## src/rtl/lyr2_seq.sv

```systemverilog
// Layer-2 neuron sequencer: walks the weight/bias memory once per run and
// steers operands into an external 2-input MAC, writing one result per neuron.
module lyr2_seq #(
    parameter int N_OUT = 8,
    parameter int AW    = 3
) (
    input  logic          clk,
    input  logic          rst,
    input  logic          start,
    input  logic [15:0]   d1_in,
    input  logic [15:0]   d2_in,
    output logic [AW-1:0] wb_addr,
    input  logic [15:0]   wb_w1,
    input  logic [15:0]   wb_w2,
    input  logic [15:0]   wb_b,
    output logic [15:0]   mac_d1,
    output logic [15:0]   mac_d2,
    output logic [15:0]   mac_w1,
    output logic [15:0]   mac_w2,
    output logic [15:0]   mac_b,
    input  logic [15:0]   mac_res,
    output logic          out_we,
    output logic [AW-1:0] out_addr,
    output logic [15:0]   out_data,
    output logic          busy,
    output logic          done
);

    typedef enum logic [1:0] {
        IDLE  = 2'd0,
        RUN   = 2'd1,
        DRAIN = 2'd2,
        DONE  = 2'd3
    } state_t;

    // Explicit terminal compare so N_OUT = 2^AW never depends on wrap-around.
    localparam logic [AW-1:0] LAST = AW'(N_OUT - 1);

    state_t        state;
    state_t        state_nx;
    logic          drain_cnt;
    logic          wr_vld;
    logic [AW-1:0] wr_addr;

    always_ff @(posedge clk) begin
        if (!rst) begin
            state <= IDLE;
        end else begin
            state <= state_nx;
        end
    end

    always_comb begin
        state_nx = state;
        case (state)
            IDLE:    if (start) state_nx = RUN;
            RUN:     if (wb_addr == LAST) state_nx = DRAIN;
            DRAIN:   if (drain_cnt) state_nx = DONE;
            DONE:    state_nx = IDLE;
            default: state_nx = IDLE;
        endcase
    end

    // Two-stage write pipeline: address issued in C(i+1), data in C(i+2),
    // registered products plus delayed bias give the result in C(i+3).
    always_ff @(posedge clk) begin
        if (!rst) begin
            wb_addr   <= '0;
            mac_d1    <= '0;
            mac_d2    <= '0;
            mac_b     <= '0;
            drain_cnt <= 1'b0;
            wr_vld    <= 1'b0;
            wr_addr   <= '0;
            out_we    <= 1'b0;
            out_addr  <= '0;
            busy      <= 1'b0;
            done      <= 1'b0;
        end else begin
            busy      <= (state_nx == RUN) || (state_nx == DRAIN);
            done      <= (state_nx == DONE);
            drain_cnt <= (state == DRAIN) ? ~drain_cnt : 1'b0;
            mac_b     <= wb_b;
            wr_vld    <= (state == RUN);
            wr_addr   <= wb_addr;
            out_we    <= wr_vld;
            if (wr_vld) begin
                out_addr <= wr_addr;
            end
            if (state == IDLE && start) begin
                mac_d1  <= d1_in;
                mac_d2  <= d2_in;
                wb_addr <= '0;
            end else if (state == RUN && wb_addr != LAST) begin
                wb_addr <= wb_addr + 1'b1;
            end
        end
    end

    assign mac_w1   = wb_w1;
    assign mac_w2   = wb_w2;
    assign out_data = mac_res;

endmodule

```

## config.mk

```make
export PLATFORM = sky130hd
export DESIGN_NAME = lyr2_seq
export DESIGN_NICKNAME = d
export VERILOG_FILES = /design/src/rtl/lyr2_seq.sv
export SDC_FILE = /design/constraint.sdc
export NUM_CORES = 1
export LEC_CHECK = 0
export CORE_MARGIN = 4
export CORE_UTILIZATION = 30
export CTS_CLUSTER_DIAMETER = 80
export DETAILED_ROUTE_END_ITERATION = 7
export DONT_BUFFER_PORTS = 1
export PLACE_DENSITY = 0.49
export SETUP_SLACK_MARGIN = 0.2
export SLEW_MARGIN = 20
export SYNTH_ARGS = -nofsm -noshare
export SYNTH_HDL_FRONTEND = slang
export SYNTH_SLANG_ARGS = --single-unit
```

## constraint.sdc

```tcl
create_clock -name clk -period 2.27 [get_ports clk]
set_clock_uncertainty 0.15 [all_clocks]
set_input_delay 0.227 -clock clk [delete_from_list [all_inputs] [get_ports clk]]
set_output_delay 0.227 -clock clk [all_outputs]
set_load 0.01 [all_outputs]
```

==> results of run 1 <==
[repair_timing]
item | CTS | global route
hold endpoints to repair | 64 | 0
hold buffers | 55 | 0
buffers inserted | 0 | 0
setup endpoints to repair | 0 | 0
[cell type report]
class	count	area share (%)
clock buffers	10	4.204
repair buffers	58	19.21
multi-input cells	145	27.95
well taps	105	4.328
inverters	1	0.1237
clock inverters	6	1.979
flip-flops and latches	64	42.21
[power groups by stage]
stage               registers (µW)  clock network, µW  logic (µW)
global placement              1270                  0         117
CTS                           1250                972         209
global route                  1250               1030         233
detailed placement            1270                  0         120
floorplan                     1260                  0         200
finish                        1240                925         205
[metrics by stage]
stage | setup WS [ns] | cell area [µm²] | utilization (%)
2_1_floorplan | 0.4156 | 2564 | -
3_3_place_gp | 0.5196 | 2287 | 27.70
3_5_place_dp | 0.4474 | 2287 | 27.70
4_1_cts | 0.4340 | 3035 | 36.76
5_1_grt | 0.3570 | 3035 | 36.76
6_report | 0.4597 | 3035 | 36.76
[layer usage]
layer / vias up / routed length (µm)
met5: - / 0
met4: 0 / 127
met3: 19 / 700
met2: 85 / 2742
met1: 758 / 1989
li1: 824 / -
[worst max-delay path, cell delays in order, from the launching register on]
cell and delay (ns):
dfxtp_1 0.37, ha_1 0.22, ha_1 0.20, nor3b_2 0.20, o21bai_1 0.17, ha_1 0.26, and2_1 0.15
[state kept, by name, indices dropped and copies added, names as in the netlist]
name,count
busy,1
state,2
out_we,1
wr_addr,3
wr_vld,1
drain_cnt,1
out_addr,3
wb_addr,3
done,1
mac_d1,16
mac_b,16
mac_d2,16
[worst max-delay path by stage]
stage | from | end | slack (ns) | depth (start not counted)
2_1_floorplan | wb_addr[0]$_SDFFE_PP0P_ | busy$_SDFF_PN0_ | 0.42 | 6
3_3_place_gp | wb_addr[0]$_SDFFE_PP0P_ | busy$_SDFF_PN0_ | 0.52 | 6
3_5_place_dp | wb_addr[0]$_SDFFE_PP0P_ | busy$_SDFF_PN0_ | 0.45 | 6
4_1_cts | wb_addr[0]$_SDFFE_PP0P_ | busy$_SDFF_PN0_ | 0.43 | 6
5_1_grt | wb_addr[0]$_SDFFE_PP0P_ | busy$_SDFF_PN0_ | 0.36 | 6
6_report | wb_addr[0]$_SDFFE_PP0P_ | busy$_SDFF_PN0_ | 0.46 | 6
[cell usage in the layout, fill, tap and decap left out]
cell           netlist  routed
a21boi_0             3       3
nand2_2              1       1
buf_4               48       3
o21bai_1             1       1
dfxtp_1             64      64
clkbuf_8             0       9
dlygate4sd3_1        0      54
inv_1                1       1
nor4b_1              1       1
clkinvlp_4           0       2
mux2i_1              6       6
buf_12               0       1
bufinv_16            0       1
o21ai_0              1       1
nor2_1               3       3
xnor2_1              1       1
ha_1                 3       3
or3b_1               1       1
a21boi_1            29      29
nor2b_1              3       3
clkbuf_1             6       1
nand2_1             64      64
and3_1               1       1
nand3b_1             1       1
clkinv_2             0       3
nor3b_2              2       1
nor3b_4              0       1
and2_1              24      24
[kinds of logic (layout without fill, tap and decap cells)]
family / after synthesis / after routing / share of synthesized area, %
simple gates: 101 / 101 / 18.84
flops: 64 / 64 / 49.98
buf+inv: 62 / 75 / 17.18
compound gates: 34 / 34 / 9.858
mux: 6 / 6 / 2.343
fa+ha+maj: 3 / 3 / 1.464
xor+xnor: 1 / 1 / 0.3417
==> metrics.md, run 1 <==
| Metric | Value |
|---|---|
| Relative slew slack | 75.01% |
| Grt met3 use | 6.115% |
| Routed Antenna Nets | 0 |
| Clk slew on worst S/H paths | 0.07 ns |
| Sequential power share | 52.4% |
| Clock sinks | 64 |
| R2r setup slk | 0.46 ns |
| Layout cells sized above 1 | 7.746% |
| Pwr dens | 782.1 nW/µm² |
| CP Class | register to register |
| Worst hold margin | 0.09800 ns |
| Area growth from synthesis to layout | 18.40% |
| Cts bufs inserted | 9 |
| First-pass GRT wire length | 8976 µm |
| DP Wirelength | 3406 µm |
| Worst EP required | 2.35 ns |
| Die height | 100.4 µm |
| First drt pass iteration count | 4 |
| Fin crit share | 79.75% |
| Initial DRC count | 40 |
| Leak Pwr | 0.001198 µW |
| Die extent in x | 100.4 µm |
| FF-to-FF End | busy$_SDFF_PN0_ |
| CTS tree | yes |
| Cells after DPL | 318 |
| Worst Path Max Fanout | 4 |
| Number of distinct library cells after synthesis | 23 |
| Reg-to-Reg Start | wb_addr[0]$_SDFFE_PP0P_ |
| Hold path cells | 2 |
| Syn_area_per_cell | 9.460 µm² |
| Syn Nets | 373 |
| Worst Hold Class | primary input to register |
| Port Buffers | 0 |
| Setup TNS | 0 ns |
| Arrival time of the worst setup path | 1.89 ns |
| Slew Viols, Final | 0 |
| Yosys top cell by area | dfxtp_1 |
| Worst skew pair latency | 0.33 ns |
| Register area | 1281 µm² |
| Post-synth EDFFs | 0 |
| Vias in the first global route | 1832 |
| WHS Endpoint | out_addr[1]$_SDFFE_PN0P_ |
| Clock share of power | 39.0% |
| ANT cells | 0 |
| Root Driver | clkbuf_8 |
| Top FF cell, synth | dfxtp_1 |
| GR Util met2 | 19.57% |
| Syn. warnings | 0 |
| CORE AREA | 8258 µm² |
| Final Hold Fails | 0 |
| Switch Pwr | 571.7 µW |
| Synth top area cells | dfxtp_1 50%, buf_4 14%, nand2_1 9.4% |
| Largest net degree at the start of global routing | 57 |
| Via count | 1686 |
| Measured slew at the worst slew-check pin | 0.3749 ns |
| Die footprint | 10090 µm² |
| Sw Share | 24.08% |
| Asr flop ratio synth | 0% |
| CP Launch Type | register |
| Initial Util | 31.05% |
| DR DRC count | 0 |
| Htree depth | 3 |
| Synthesized instance count | 271 |
| All-layer global routing usage | 11.53% |
| Initial antenna violation count | 0 |
| Nets | 381 |
| Vias per cell | 4.334 |
| Status | finished clean |
| Worst Reg-to-Reg Cells | 6 |
| Max-cap violations | 0 |
| Worst hold start | rst |
| Netlist Area Pre-Place | 2564 µm² |
| Maximum vdd ir drop | 0.0002829 V |
| Rows | 33 |
| Internal Pwr Total | 1802 µW |
| Setup-failing EPs final | 0 |
| Commonest cells post-synth | 64 x dfxtp_1, 64 x nand2_1, 48 x buf_4 |
| Wire length per cell | 14.29 µm |
| Busiest grt layer | met2 |
| Multi-input gate area | 848.3 µm² |
| Register area share after synthesis | 49.98% |
| RSZ-0062 raised after global routing | no |
| Post-synth top area share | 49.98% |
| Final worst path period need | 1.810 ns |
| Synthesized flop and latch total | 64 |
| Crit end category | register |
| FILL cells | 851 |
| Routed Wire Length | 5560 µm |
| Global-route met1 utilization | 11.22% |
| Buffers from clock root to sink, at most | 2 |
| RD Place Congestion | 0.6735 |
| Total power | 2374 µW |
| FMAX | 552.4 MHz |
| Fin cells | 389 |
| Post-CTS sizing | 0 |
| I/O pin count | 204 |
| Grt total ovfl | 0 |
| Gate power share | 8.7% |
Note: power is estimated with default switching activity, not from simulation.
==> run 2: changes to the inputs <==
==> constraint.sdc (replaced) <==
create_clock -name clk -period 1.69 [get_ports clk]
set_clock_uncertainty 0.15 [all_clocks]
set_input_delay 0.169 -clock clk [delete_from_list [all_inputs] [get_ports clk]]
set_output_delay 0.169 -clock clk [all_outputs]
set_load 0.01 [all_outputs]
==> run 2 against run 1 <==
Worst hold slack lost 0.072 ns. Critical endpoint unchanged. Clock power grew 56%. Register-to-register slack lost 0.39 ns.
==> metrics.md, run 2 (synthesis results as in run 1) <==
| Metric | Value |
|---|---|
| First-pass GRT wire length | 8466 µm |
| Vias in the first global route | 1749 |
| Rows | 33 |
| CP Class | register to register |
| Fin crit share | 96.08% |
| Clock sinks | 64 |
| Leak Pwr | 0.001240 µW |
| CP Launch Type | register |
| Final worst path period need | 1.624 ns |
| Placed Area | 2369 µm² |
| Measured slew at the worst slew-check pin | 0.2733 ns |
| Worst Hold Class | primary input to register |
| Area growth from synthesis to layout | 23.67% |
| DR DRC count | 0 |
| Htree depth | 3 |
| Relative slew slack | 81.26% |
| Sw Share | 23.57% |
| Gate power share | 9.2% |
| CORE AREA | 8258 µm² |
| Largest net degree at the start of global routing | 63 |
| Crit end category | register |
| Wire length per cell | 13.68 µm |
| Reg-to-Reg Start | wb_addr[0]$_SDFFE_PP0P_ |
| Die footprint | 10090 µm² |
| Commonest non-fill, non-tap cell in the layout | nand2_1 |
| DP Wirelength | 3324 µm |
| Worst EP required | 1.77 ns |
| RD Place Congestion | 0.7002 |
| Cells after DPL | 324 |
| Routed Wire Length | 5375 µm |
| Clock share of power | 42.0% |
| Cts bufs inserted | 9 |
| Layout cells sized above 1 | 13.54% |
| ANT cells | 0 |
| Most frequent cells in the layout | 64 x nand2_1, 60 x dfxtp_1, 48 x dlygate4sd3_1, 29 x a21boi_1, 24 x and2_1 |
| Fin cells | 393 |
| Core Util, Final | 38.39% |
| Grt total ovfl | 0 |
| Hold path cells | 3 |
| Setup-failing EPs final | 0 |
| Nets | 385 |
| Worst Reg-to-Reg Cells | 6 |
| CTS tree | yes |
| Die extent in x | 100.4 µm |
| I/O pin count | 204 |
| First drt pass iteration count | 6 |
| Worst hold start | rst |
| Top Registers | mac_b x16, mac_d1 x16, mac_d2 x16 |
| Max-cap violations | 0 |
| Clk slew on worst S/H paths | 0.07 ns |
| Port Buffers | 0 |
| Vias per cell | 4.313 |
| Slew Viols, Final | 0 |
| Initial Util | 31.05% |
| Routed Antenna Nets | 0 |
| Via count | 1695 |
| Pwr dens | 1079 nW/µm² |
| R2r setup slk | 0.07 ns |
| FMAX | 615.9 MHz |
| Internal Pwr Total | 2614 µW |
| All-layer global routing usage | 10.96% |
| Sequential power share | 48.8% |
| Switch Pwr | 805.8 µW |
| FF-to-FF End | busy$_SDFF_PN0_ |
| Status | finished clean |
| Worst skew pair latency | 0.33 ns |
| WHS Endpoint | wb_addr[1]$_SDFFE_PP0P_ |
| Buffers from clock root to sink, at most | 2 |
| Arrival time of the worst setup path | 1.70 ns |
| Root Driver | clkbuf_8 |
| Final Hold Fails | 0 |
| Post-Layout Inst Area | 3171 µm² |
| Worst Path Max Fanout | 2 |
| RSZ-0062 raised after global routing | yes |
| Initial antenna violation count | 0 |
| Maximum vdd ir drop | 0.0005218 V |
| Initial DRC count | 24 |
| Die height | 100.4 µm |
run 2: cell types whose count changed in the layout (fill, tap and decap cells not counted), moves of 2 or more:
cell	previous run	this run
dfxtp_2	0	3
buf_4	3	8
ha_4	0	2
ha_1	3	1
clkinv_2	3	0
buf_6	0	3
dlygate4sd3_1	54	48
dfxtp_1	64	60
clkinv_4	0	3
run 2: worst max-delay path, cell delays in order (launching register included):
cell and delay [ns]:
dfxtp_4 0.35, ha_4 0.16, ha_4 0.16, nor3b_4 0.18
o21bai_4 0.15, ha_1 0.23, and2_1 0.13
run 2: how the worst max path moves through the flow:
stage	startpoint	endpoint	slack (ns)	cells past startpoint
floorplan	wb_addr[0]$_SDFFE_PP0P_	busy$_SDFF_PN0_	-0.02	6
global placement	wb_addr[0]$_SDFFE_PP0P_	busy$_SDFF_PN0_	0.07	6
detailed placement	wb_addr[0]$_SDFFE_PP0P_	busy$_SDFF_PN0_	0.05	6
CTS	wb_addr[0]$_SDFFE_PP0P_	busy$_SDFF_PN0_	0.07	6
global route	wb_addr[0]$_SDFFE_PP0P_	busy$_SDFF_PN0_	0.005	6
finish	wb_addr[0]$_SDFFE_PP0P_	busy$_SDFF_PN0_	0.07	6
run 2: power by group through the flow:
stage | combinational, µW | clock (µW) | sequential [µW]
floorplan | 271 | 0 | 1690
global placement | 176 | 0 | 1700
detailed placement | 180 | 0 | 1700
CTS | 297 | 1510 | 1670
global route | 358 | 1590 | 1680
finish | 316 | 1440 | 1670
run 2: cell type report:
type                            count  area (µm²)
Timing Repair Buffer               62       634.4
Multi-Input combinational cell    145       890.9
Clock inverter                      6       93.84
Clock buffer                       10       127.6
Tap cell                          105       131.4
Sequential cell                    64        1289
Inverter                            1       3.754
Fill cell                         817        5087
run 2: repair_timing:
| item | in CTS | in global routing |
|---|---|---|
| gates resized for setup | 2 | 6 |
| gates cloned | 0 | 1 |
| hold buffers | 49 | 0 |
| setup endpoints to repair | 4 | 34 |
| setup buffers | 1 | 2 |
| endpoints found under the hold margin | 64 | 0 |
| pin swaps | 2 | 2 |
run 2: per-layer routing:
layer | track usage [%] | part of all wire, %
met5 | 0 | 0
met4 | 5.907 | 2.4
met3 | 6.810 | 14
met2 | 17.13 | 44
met1 | 11.32 | 39
run 2: stage by stage:
| stage | hold WS, ns | total power, µW | setup WS, ns | setup TNS [ns] |
|---|---|---|---|---|
| after global routing | 0.02790 | 3624 | 0.004815 | 0 |
| after CTS | 0.005054 | 3479 | 0.06622 | 0 |
| after global placement | 0.1448 | 1879 | 0.06795 | 0 |
| after floorplan | 0.1463 | 1960 | -0.01796 | -0.01796 |
| after detailed placement | 0.1478 | 1883 | 0.05228 | 0 |
| final | 0.02594 | 3419 | 0.06629 | 0 |
